### config.mk
export PLATFORM = sky130hd
export DESIGN_NAME = significand_pipe
export DESIGN_NICKNAME = d
export VERILOG_FILES = /design/src/rtl/significand_pipe.sv
export SDC_FILE = /design/constraint.sdc
export NUM_CORES = 2
export LEC_CHECK = 0
export ABC_AREA = 1
export CORE_MARGIN = 8
export CORE_UTILIZATION = 40
export CTS_BUF_LIST = sky130_fd_sc_hd__clkbuf_8
export DETAILED_ROUTE_END_ITERATION = 8
export PLACE_DENSITY_LB_ADDON = 0.2
export SLEW_MARGIN = 20
export SYNTH_ARGS = -nofsm -noshare
export SYNTH_HDL_FRONTEND = slang
export SYNTH_SLANG_ARGS = --single-unit
export TNS_END_PERCENT = 30
### constraint.sdc
create_clock -name clk -period 22.7 [get_ports clk]
set_input_delay 6.81 -clock clk [delete_from_list [all_inputs] [get_ports clk]]
set_output_delay 6.81 -clock clk [all_outputs]
set_load 0.02 [all_outputs]
### src/rtl/significand_pipe.sv
// significand_pipe: three-stage valid/ready significand datapath for the FPU multiplier.
// S1 multiplies the significands, S2 normalises and folds the low bits into guard/sticky,
// S3 applies the rounding mode and holds the result for the exponent adjust/pack stage.
module significand_pipe #(
  parameter int MW = 23,
  parameter int SW = $clog2(2*MW+2)
) (
  input  logic          clk,
  input  logic          rst,
  input  logic          in_valid,
  output logic          in_ready,
  input  logic [MW:0]   Mx,
  input  logic [MW:0]   My,
  input  logic [1:0]    R_mode,
  input  logic          Sz,
  output logic          out_valid,
  input  logic          out_ready,
  output logic [MW-1:0] Mz,
  output logic          ovf,
  output logic [SW-1:0] SHL,
  output logic          Overflow_after_round
);

  localparam int PW = 2*MW + 2;

  // Stage occupancy and load strobes
  logic s1Load, s2Load, s3Load;
  logic s1Valid_q, s1Valid_d;
  logic s2Valid_q, s2Valid_d;
  logic s3Valid_q, s3Valid_d;

  // S1 contents: raw product plus the rounding context that travels with it
  logic [PW-1:0] product;
  logic [PW-1:0] s1P_q;
  logic [1:0]    s1Mode_q;
  logic          s1Sz_q;

  // S2 contents: normalised significand, guard, sticky and normalisation flags
  int            lzCount;
  logic          lzFound;
  logic [PW-1:0] normQ;
  logic [MW:0]   s2Sig_d, s2Sig_q;
  logic          s2Guard_d, s2Guard_q;
  logic          s2Sticky_d, s2Sticky_q;
  logic          s2Ovf_d, s2Ovf_q;
  logic [SW-1:0] s2Shl_d, s2Shl_q;
  logic [1:0]    s2Mode_q;
  logic          s2Sz_q;

  // S3 contents: the registered result seen on the output ports
  logic          roundInc;
  logic [MW-1:0] mz_d, mz_q;
  logic          roundCarry_d, roundCarry_q;
  logic          ovf_q;
  logic [SW-1:0] shl_q;

  // Each stage loads when its upstream beat is valid and it is empty or its own beat is leaving.
  // The ready chain is combinational from out_ready back to in_ready.
  assign s3Load   = s2Valid_q && (!s3Valid_q || out_ready);
  assign s2Load   = s1Valid_q && (!s2Valid_q || s3Load);
  assign in_ready = !s1Valid_q || s2Load;
  assign s1Load   = in_valid && in_ready;

  // Zero-extend both operands so the multiply is evaluated at full product width.
  assign product = {{(MW+1){1'b0}}, Mx} * {{(MW+1){1'b0}}, My};

  // A stage stays occupied unless its beat moves on without a replacement arriving.
  always_comb begin
    s1Valid_d = s1Load || (s1Valid_q && !s2Load);
    s2Valid_d = s2Load || (s2Valid_q && !s3Load);
    s3Valid_d = s3Load || (s3Valid_q && !out_ready);
  end

  // Normalise the product: an MSB carry means ovf; otherwise shift past the leading one,
  // then split the top MW+1 bits off as the significand with guard and sticky below.
  always_comb begin
    lzCount    = 0;
    lzFound    = 1'b0;
    normQ      = '0;
    s2Ovf_d    = 1'b0;
    s2Shl_d    = '0;
    for (int i = PW-2; i >= 0; i--) begin
      if (!lzFound) begin
        if (s1P_q[i]) begin
          lzFound = 1'b1;
        end else begin
          lzCount = lzCount + 1;
        end
      end
    end
    if (s1P_q[PW-1]) begin
      s2Ovf_d = 1'b1;
      normQ   = s1P_q;
    end else if (lzFound) begin
      s2Shl_d = SW'(lzCount);
      normQ   = s1P_q << (lzCount + 1);
    end
    s2Sig_d    = normQ[PW-1 -: MW+1];
    s2Guard_d  = normQ[PW-MW-2];
    s2Sticky_d = |normQ[PW-MW-3:0];
  end

  // Pick the round increment from the mode, then add it to the fraction. The carry out of the
  // full significand only happens when every significand bit is one, in which case the
  // wrapped fraction is already all zeros.
  always_comb begin
    roundInc = 1'b0;
    case (s2Mode_q)
      2'b00:   roundInc = s2Guard_q & (s2Sticky_q | s2Sig_q[0]);
      2'b01:   roundInc = 1'b0;
      2'b10:   roundInc = ~s2Sz_q & (s2Guard_q | s2Sticky_q);
      default: roundInc = s2Sz_q & (s2Guard_q | s2Sticky_q);
    endcase
    mz_d         = s2Sig_q[MW-1:0] + {{(MW-1){1'b0}}, roundInc};
    roundCarry_d = (&s2Sig_q) & roundInc;
  end

  // Pipeline registers; reset empties every stage and clears the visible result.
  always_ff @(posedge clk) begin
    if (rst) begin
      s1Valid_q    <= 1'b0;
      s2Valid_q    <= 1'b0;
      s3Valid_q    <= 1'b0;
      s1P_q        <= '0;
      s1Mode_q     <= '0;
      s1Sz_q       <= 1'b0;
      s2Sig_q      <= '0;
      s2Guard_q    <= 1'b0;
      s2Sticky_q   <= 1'b0;
      s2Ovf_q      <= 1'b0;
      s2Shl_q      <= '0;
      s2Mode_q     <= '0;
      s2Sz_q       <= 1'b0;
      mz_q         <= '0;
      roundCarry_q <= 1'b0;
      ovf_q        <= 1'b0;
      shl_q        <= '0;
    end else begin
      s1Valid_q <= s1Valid_d;
      s2Valid_q <= s2Valid_d;
      s3Valid_q <= s3Valid_d;
      if (s1Load) begin
        s1P_q    <= product;
        s1Mode_q <= R_mode;
        s1Sz_q   <= Sz;
      end
      if (s2Load) begin
        s2Sig_q    <= s2Sig_d;
        s2Guard_q  <= s2Guard_d;
        s2Sticky_q <= s2Sticky_d;
        s2Ovf_q    <= s2Ovf_d;
        s2Shl_q    <= s2Shl_d;
        s2Mode_q   <= s1Mode_q;
        s2Sz_q     <= s1Sz_q;
      end
      if (s3Load) begin
        mz_q         <= mz_d;
        roundCarry_q <= roundCarry_d;
        ovf_q        <= s2Ovf_q;
        shl_q        <= s2Shl_q;
      end
    end
  end

  assign out_valid            = s3Valid_q;
  assign Mz                   = mz_q;
  assign ovf                  = ovf_q;
  assign SHL                  = shl_q;
  assign Overflow_after_round = roundCarry_q;

endmodule

# Word level (Yosys, flattened, before mapping)
# Index checks and enable logic that the tools add are counted.
[totals] output_inout_bits=33 latchBits=0 input_bits=55 ramBits=0 n_memories=0 register_bits=121 rom_bits=0
[classes] n_lt_le_gt_ge=0 n_div=0 n_reduce_logical=21 eq_ne=2 n_shift=1 bitwise=7 mux=192 multipliers=1 addsub=48
[ops] operator="32-bit 2-to-1 mux" n=92
[ops] operator="32-bit by 2-bit adder with 32-bit output, second input constant" n=47
[ops] operator="48-bit 2-to-1 mux" n=2
[ops] operator="1-bit 2-to-1 mux" n=95
[ops] operator="24-bit by 24-bit multiplier with 48-bit output" n=1
[ops] operator="48-bit by 32-bit << shifter with 48-bit output" n=1
[ops] operator="24-bit AND reduction" n=1
[ops] operator="23-bit by 1-bit adder with 23-bit output" n=1
[ops] operator="23-bit OR reduction" n=1
[ops] operator="6-bit 2-to-1 mux" n=2
[ops] operator="1-bit logical AND" n=6
[ops] operator="1-bit zero test" n=6
[ops] operator="1-bit logical OR" n=6
[ops] operator="1-bit AND" n=4
[ops] operator="1-bit case mux with 3 select lines" n=1
[ops] operator="2-bit by 1-bit equality test with 1-bit output, second input constant" n=1
[ops] operator="2-bit equality test, second input constant" n=1
[ops] operator="2-bit zero test" n=1
[ops] operator="1-bit OR" n=2
[ops] operator="1-bit inverter" n=1

# Logic depth before layout (Yosys ltp)
[depth] ltp_word=144 ltp_mapped=183

# Least setup slack after synthesis
# No wires, ideal clock.
[synth_path] kind="reg2reg" start="register s1P_q[45]" end="register s2Sig_q[17]" arrival_ps=23320 setup_time_ps=64 path_buffers=1 slack_ps=-684 stages_incl_launch_ff=180 period_less_slack_ps=23384 path_cell_list="dfxtp_1 inv_1 a21oi_1 ha_1 inv_1 a21oi_1 ha_1 inv_1 nand2_1 nand2_1 nand2_1 o21ai_0 inv_1 ha_1 nor2_1 a31oi_1 ha_1 or2_2 [144 not listed] nand2_1 nand3_1 a21oi_4 nand2_4 inv_4 buf_12 nand2_1 nand2_1 nand2_2 o21ai_1 nand2_1 nand2_1 nand2_1 o21ai_1 nand2_1 o211ai_1 a21oi_1 nor2_1"
[synth_between] elab_chain_cells=141 elab_cells_between_ends=188 cone_classes="add/sub (46); shift (1); mux (141)"
[synth_rtl] element="from (decl)" line="34" text="logic [PW-1:0] s1P_q;"
[synth_rtl] element="from (signal assigned)" line="143" text="s1P_q <= product;"
[synth_rtl] element="32-bit 2-to-1 mux" line="84" text="if (s1P_q[i]) begin"
[synth_rtl] element="32-bit 2-to-1 mux" line="83" text="if (!lzFound) begin"
[synth_rtl] element="32-bit by 2-bit adder with 32-bit output" line="87" text="lzCount = lzCount + 1;"
[synth_rtl] element="32-bit 2-to-1 mux" line="84"
[synth_rtl] element="32-bit 2-to-1 mux" line="83"
[synth_rtl] element="32-bit by 2-bit adder with 32-bit output" line="87"
[synth_rtl] element="32-bit 2-to-1 mux" line="84"
[synth_rtl] element="32-bit 2-to-1 mux" line="83"
[synth_rtl] element="[125 not listed]"
[synth_rtl] element="32-bit 2-to-1 mux" line="83"
[synth_rtl] element="32-bit by 2-bit adder with 32-bit output" line="87"
[synth_rtl] element="32-bit 2-to-1 mux" line="84"
[synth_rtl] element="32-bit 2-to-1 mux" line="83"
[synth_rtl] element="32-bit by 2-bit adder with 32-bit output" line="96" text="normQ = s1P_q << (lzCount + 1);"
[synth_rtl] element="48-bit by 32-bit << shifter with 48-bit output" line="96"
[synth_rtl] element="48-bit 2-to-1 mux (*)" line="94" text="end else if (lzFound) begin"
[synth_rtl] element="48-bit 2-to-1 mux (*)" line="91" text="if (s1P_q[PW-1]) begin"
[synth_rtl] element="to (signal assigned)" line="148" text="s2Sig_q <= s2Sig_d;"
[synth_rtl] element="to (decl)" line="42" text="logic [MW:0] s2Sig_d, s2Sig_q;"
# Every way passes the cells marked *; elsewhere a longest branch is shown, timed or not.
# A chain may end at the register's enable or synchronous reset.

# Worst setup path after layout
[layout_path] start="register s1P_q[45]" end="register s2Sig_q[18]"
# The elaborated chain is that of the path after synthesis.

==> results_dict.tcl <==
set metrics [dict create \
    rsz0062_at_grt "true" \
    cp-start-kind "register" \
    maxCapViolations 0 \
    rows 105 \
    ff_latch_area_um2 2430 \
    cp-end-kind "register" \
    worst_slack_ns 0.0230 \
    hold_viol_final 0 \
    fin_crit_sh_pct 99.9 \
    synth_top_area_cell "fa_1" \
    hold_class "reg -> reg" \
    layout.nets 5998 \
    crit_slowest_cell "dfxtp_4" \
    place_ws_ns -1.46 \
    via_per_inst 5.02 \
    io_pins 88 \
    syn_area_um2 33100 \
    instances_no_fill 6324 \
    dieWidth_um 304 \
    fill_cells 8488 \
    clkSlewWorstSetupHoldPaths_ns 0.09 \
    grt_pass1_vias 31200 \
    synth_top_area_share_pct 29.2 \
    slew_headroom_pct 21.8 \
    routed_wirelength_um 103000 \
    cts_tree "done" \
    ys_types 63 \
    fmax_ghz 0.0441 \
    drc 0 \
    core-area_um2 82000 \
    wire_per_inst_um 16.3 \
    dpl.cell_count 6189 \
    tightest_slew_ns 1.17 \
    antenna_found_initial 1 \
    worstRegToRegCells 176 \
    holdPathEnd "s2Shl_q[2]" \
    reg2reg_from "s1P_q[45]" \
    drive_gt1_share_pct 15.9 \
    h-tree-depth 4 \
    critPathKind "reg -> reg" \
    final_util_pct 47.8 \
    yosys-top-cells-area "fa_1, nand2_1, inv_1, ha_1, dfxtp_1" \
    clk_latency_ns 0.50 \
    finalSetupViolations 0 \
    status "complete, no violations" \
    grt_start_max_net_pins 50 \
    path_max_fanout 6 \
    cts_sinks 121 \
    cts_buffers 17 \
    ys_seq_elements 121 \
    hpwl_um 79100 \
    yosysWarnings 0 \
    crit_arrival_ns 23.02 \
    worst_r2r_endpoint "s2Sig_q[18]" \
    syn_to_final_growth_pct 18.5 \
    max_stage_delay_ns 0.38 \
    vias 31800 \
    cts_root_buf "clkbuf_8" \
    numPortBuffers 87 \
    grt_usage_pct 21.8 \
    hold_start "s2Shl_q[2]" \
    overflow 0 \
    period_needed_ns 22.68 \
    clk_path_buf_depth 2 \
    place_congestion 0.939 \
    antenna_left 0 \
    required_ns 23.05 \
    grt_pass1_wl_um 166000 \
    die_area_um2 92200 \
    holdPathStages 2 \
    fin_worst_hold_slack_ns 0.475 \
    syn-num-nets 5723 \
    multi_input_area_um2 27000 \
    final_max_slew_viol_count 0 \
    clock_skew_ns 0.0225 \
    synth_seq_area_share_pct 7.32 \
    r2r_slack_ns 0.02 \
    synth.avg_cell_area_um2 6.66 \
    syn_inst 4966 \
    drtIter0Drc 1884 \
    die_h_um 304 \
    drtPass1Iterations 8 \
    initial_utilization_pct 40.4 \
]
## stage by stage
step	TNS [ns]	area (um^2)
2_1_floorplan	0	33100
3_3_place_gp	-26.50	36400
3_5_place_dp	-35.58	36400
4_1_cts	-16.64	37700
5_1_grt	-32.37	39200
6_report	0	39200
## worst max-delay path by stage
stage          startpoint           to  slack [ns]  depth (start not counted)
2_1_floorplan   s1P_q[45]  s2Sig_q[17]       0.009                        179
3_3_place_gp    s1P_q[45]   s2Sig_q[0]       -1.13                        177
3_5_place_dp    s1P_q[45]  s2Sig_q[18]       -1.46                        176
4_1_cts         s1P_q[45]  s2Sig_q[16]       -0.75                        178
5_1_grt         s1P_q[45]   s2Sticky_q       -1.42                        181
6_report        s1P_q[45]  s2Sig_q[18]        0.02                        176
## cell type report
cell class | instances | share of cell area [%]
multi-input combinational | 3520 | 68.9
inverter | 1148 | 11.1
timing repair buffer | 432 | 9.35
sequential | 121 | 6.19
tap | 1070 | 3.41
clock buffer | 17 | 0.597
clock inverter | 14 | 0.383
timing repair inverter | 1 | 0.0223
antenna | 1 | 0.00638
## synth_stat cells (all sizes together)
library cell,count
a211oi,3
a21boi,2
a21o,4
a21oi,145
a31o,1
a31oi,16
a41oi,5
and2,2
and3,1
buf,27
clkbuf,150
clkinv,5
dfxtp,121
fa,482
ha,220
inv,1143
mux2i,5
nand2,1480
nand2b,1
nand3,328
nand3b,21
nand4,76
nor2,333
nor3,24
nor4,6
o211ai,29
o21a,8
o21ai,224
o21bai,9
o221a,1
o221ai,5
o22ai,15
o31ai,1
o32a,1
o32ai,1
or2,9
or3,1
xnor2,18
xor2,43
## cell usage in the layout (no fill, tap or decap), drive strengths merged, types with 29 or more instances in the layout
cell | netlist | routed
xor2 | 43 | 43
nand3 | 328 | 328
a21oi | 145 | 145
buf | 27 | 345
o21ai | 224 | 224
inv | 1143 | 1148
nor2 | 333 | 333
fa | 482 | 482
dfxtp | 121 | 121
o211ai | 29 | 29
ha | 220 | 220
nand4 | 76 | 76
nand2 | 1480 | 1480
clkdlybuf4s50 | 0 | 86
## flip-flops by register name (all words and copies together), names as in the netlist, 2 cells and up
| name | flops |
|---|---|
| s1Mode_q | 2 |
| s1P_q | 48 |
| s2Mode_q | 2 |
| s2Sig_q | 24 |
| s2Shl_q | 6 |
| Mz | 23 |
| SHL | 6 |
## cells by family (layout without fill, tap and decap cells)
family          count (synthesis)  after routing  share of synthesized area [%]
simple gates                 2282           2282                           29.8
buf+inv                      1325           1612                           15.7
fa+ha+maj                     702            702                           37.5
compound gates                470            470                           7.97
flops                         121            121                           7.32
xor+xnor                       61             61                           1.61
mux                             5              5                          0.151
other cells                     0              1                              0
## routing by layer
| metal | share of wire, % | wire length (um) | GRT usage, % |
|---|---|---|---|
| met4 | 1.9 | 1940 | 4.99 |
| met5 | 0 | 0 | 0 |
| met2 | 47 | 48800 | 37.2 |
| met1 | 46 | 47800 | 30.0 |
| met3 | 4.6 | 4780 | 1.90 |
## critical path, delay by kind of cell, from the launching register on
family | cells | cell delay (ns)
AOI/OAI and AO/OA | 35 | 4.12
buffers and inverters | 28 | 1.89
xor gates and xnor gates | 2 | 0.40
DFF | 1 | 0.38
and+or+nand+nor | 73 | 6.05
adders and majority gates | 37 | 9.38
muxes | 1 | 0.25
## what timing repair did
item | in CTS | in global routing
cloned | 2 | 2
hold buffers | 0 | 0
pin swaps | 62 | 189
setup endpoints to repair | 26 | 31
resized for setup | 61 | 333
buffers inserted | 77 | 34
Power is left out: the tool's default activity adds up to more than one toggle a clock period on the data nets, which glitch-free logic cannot reach.
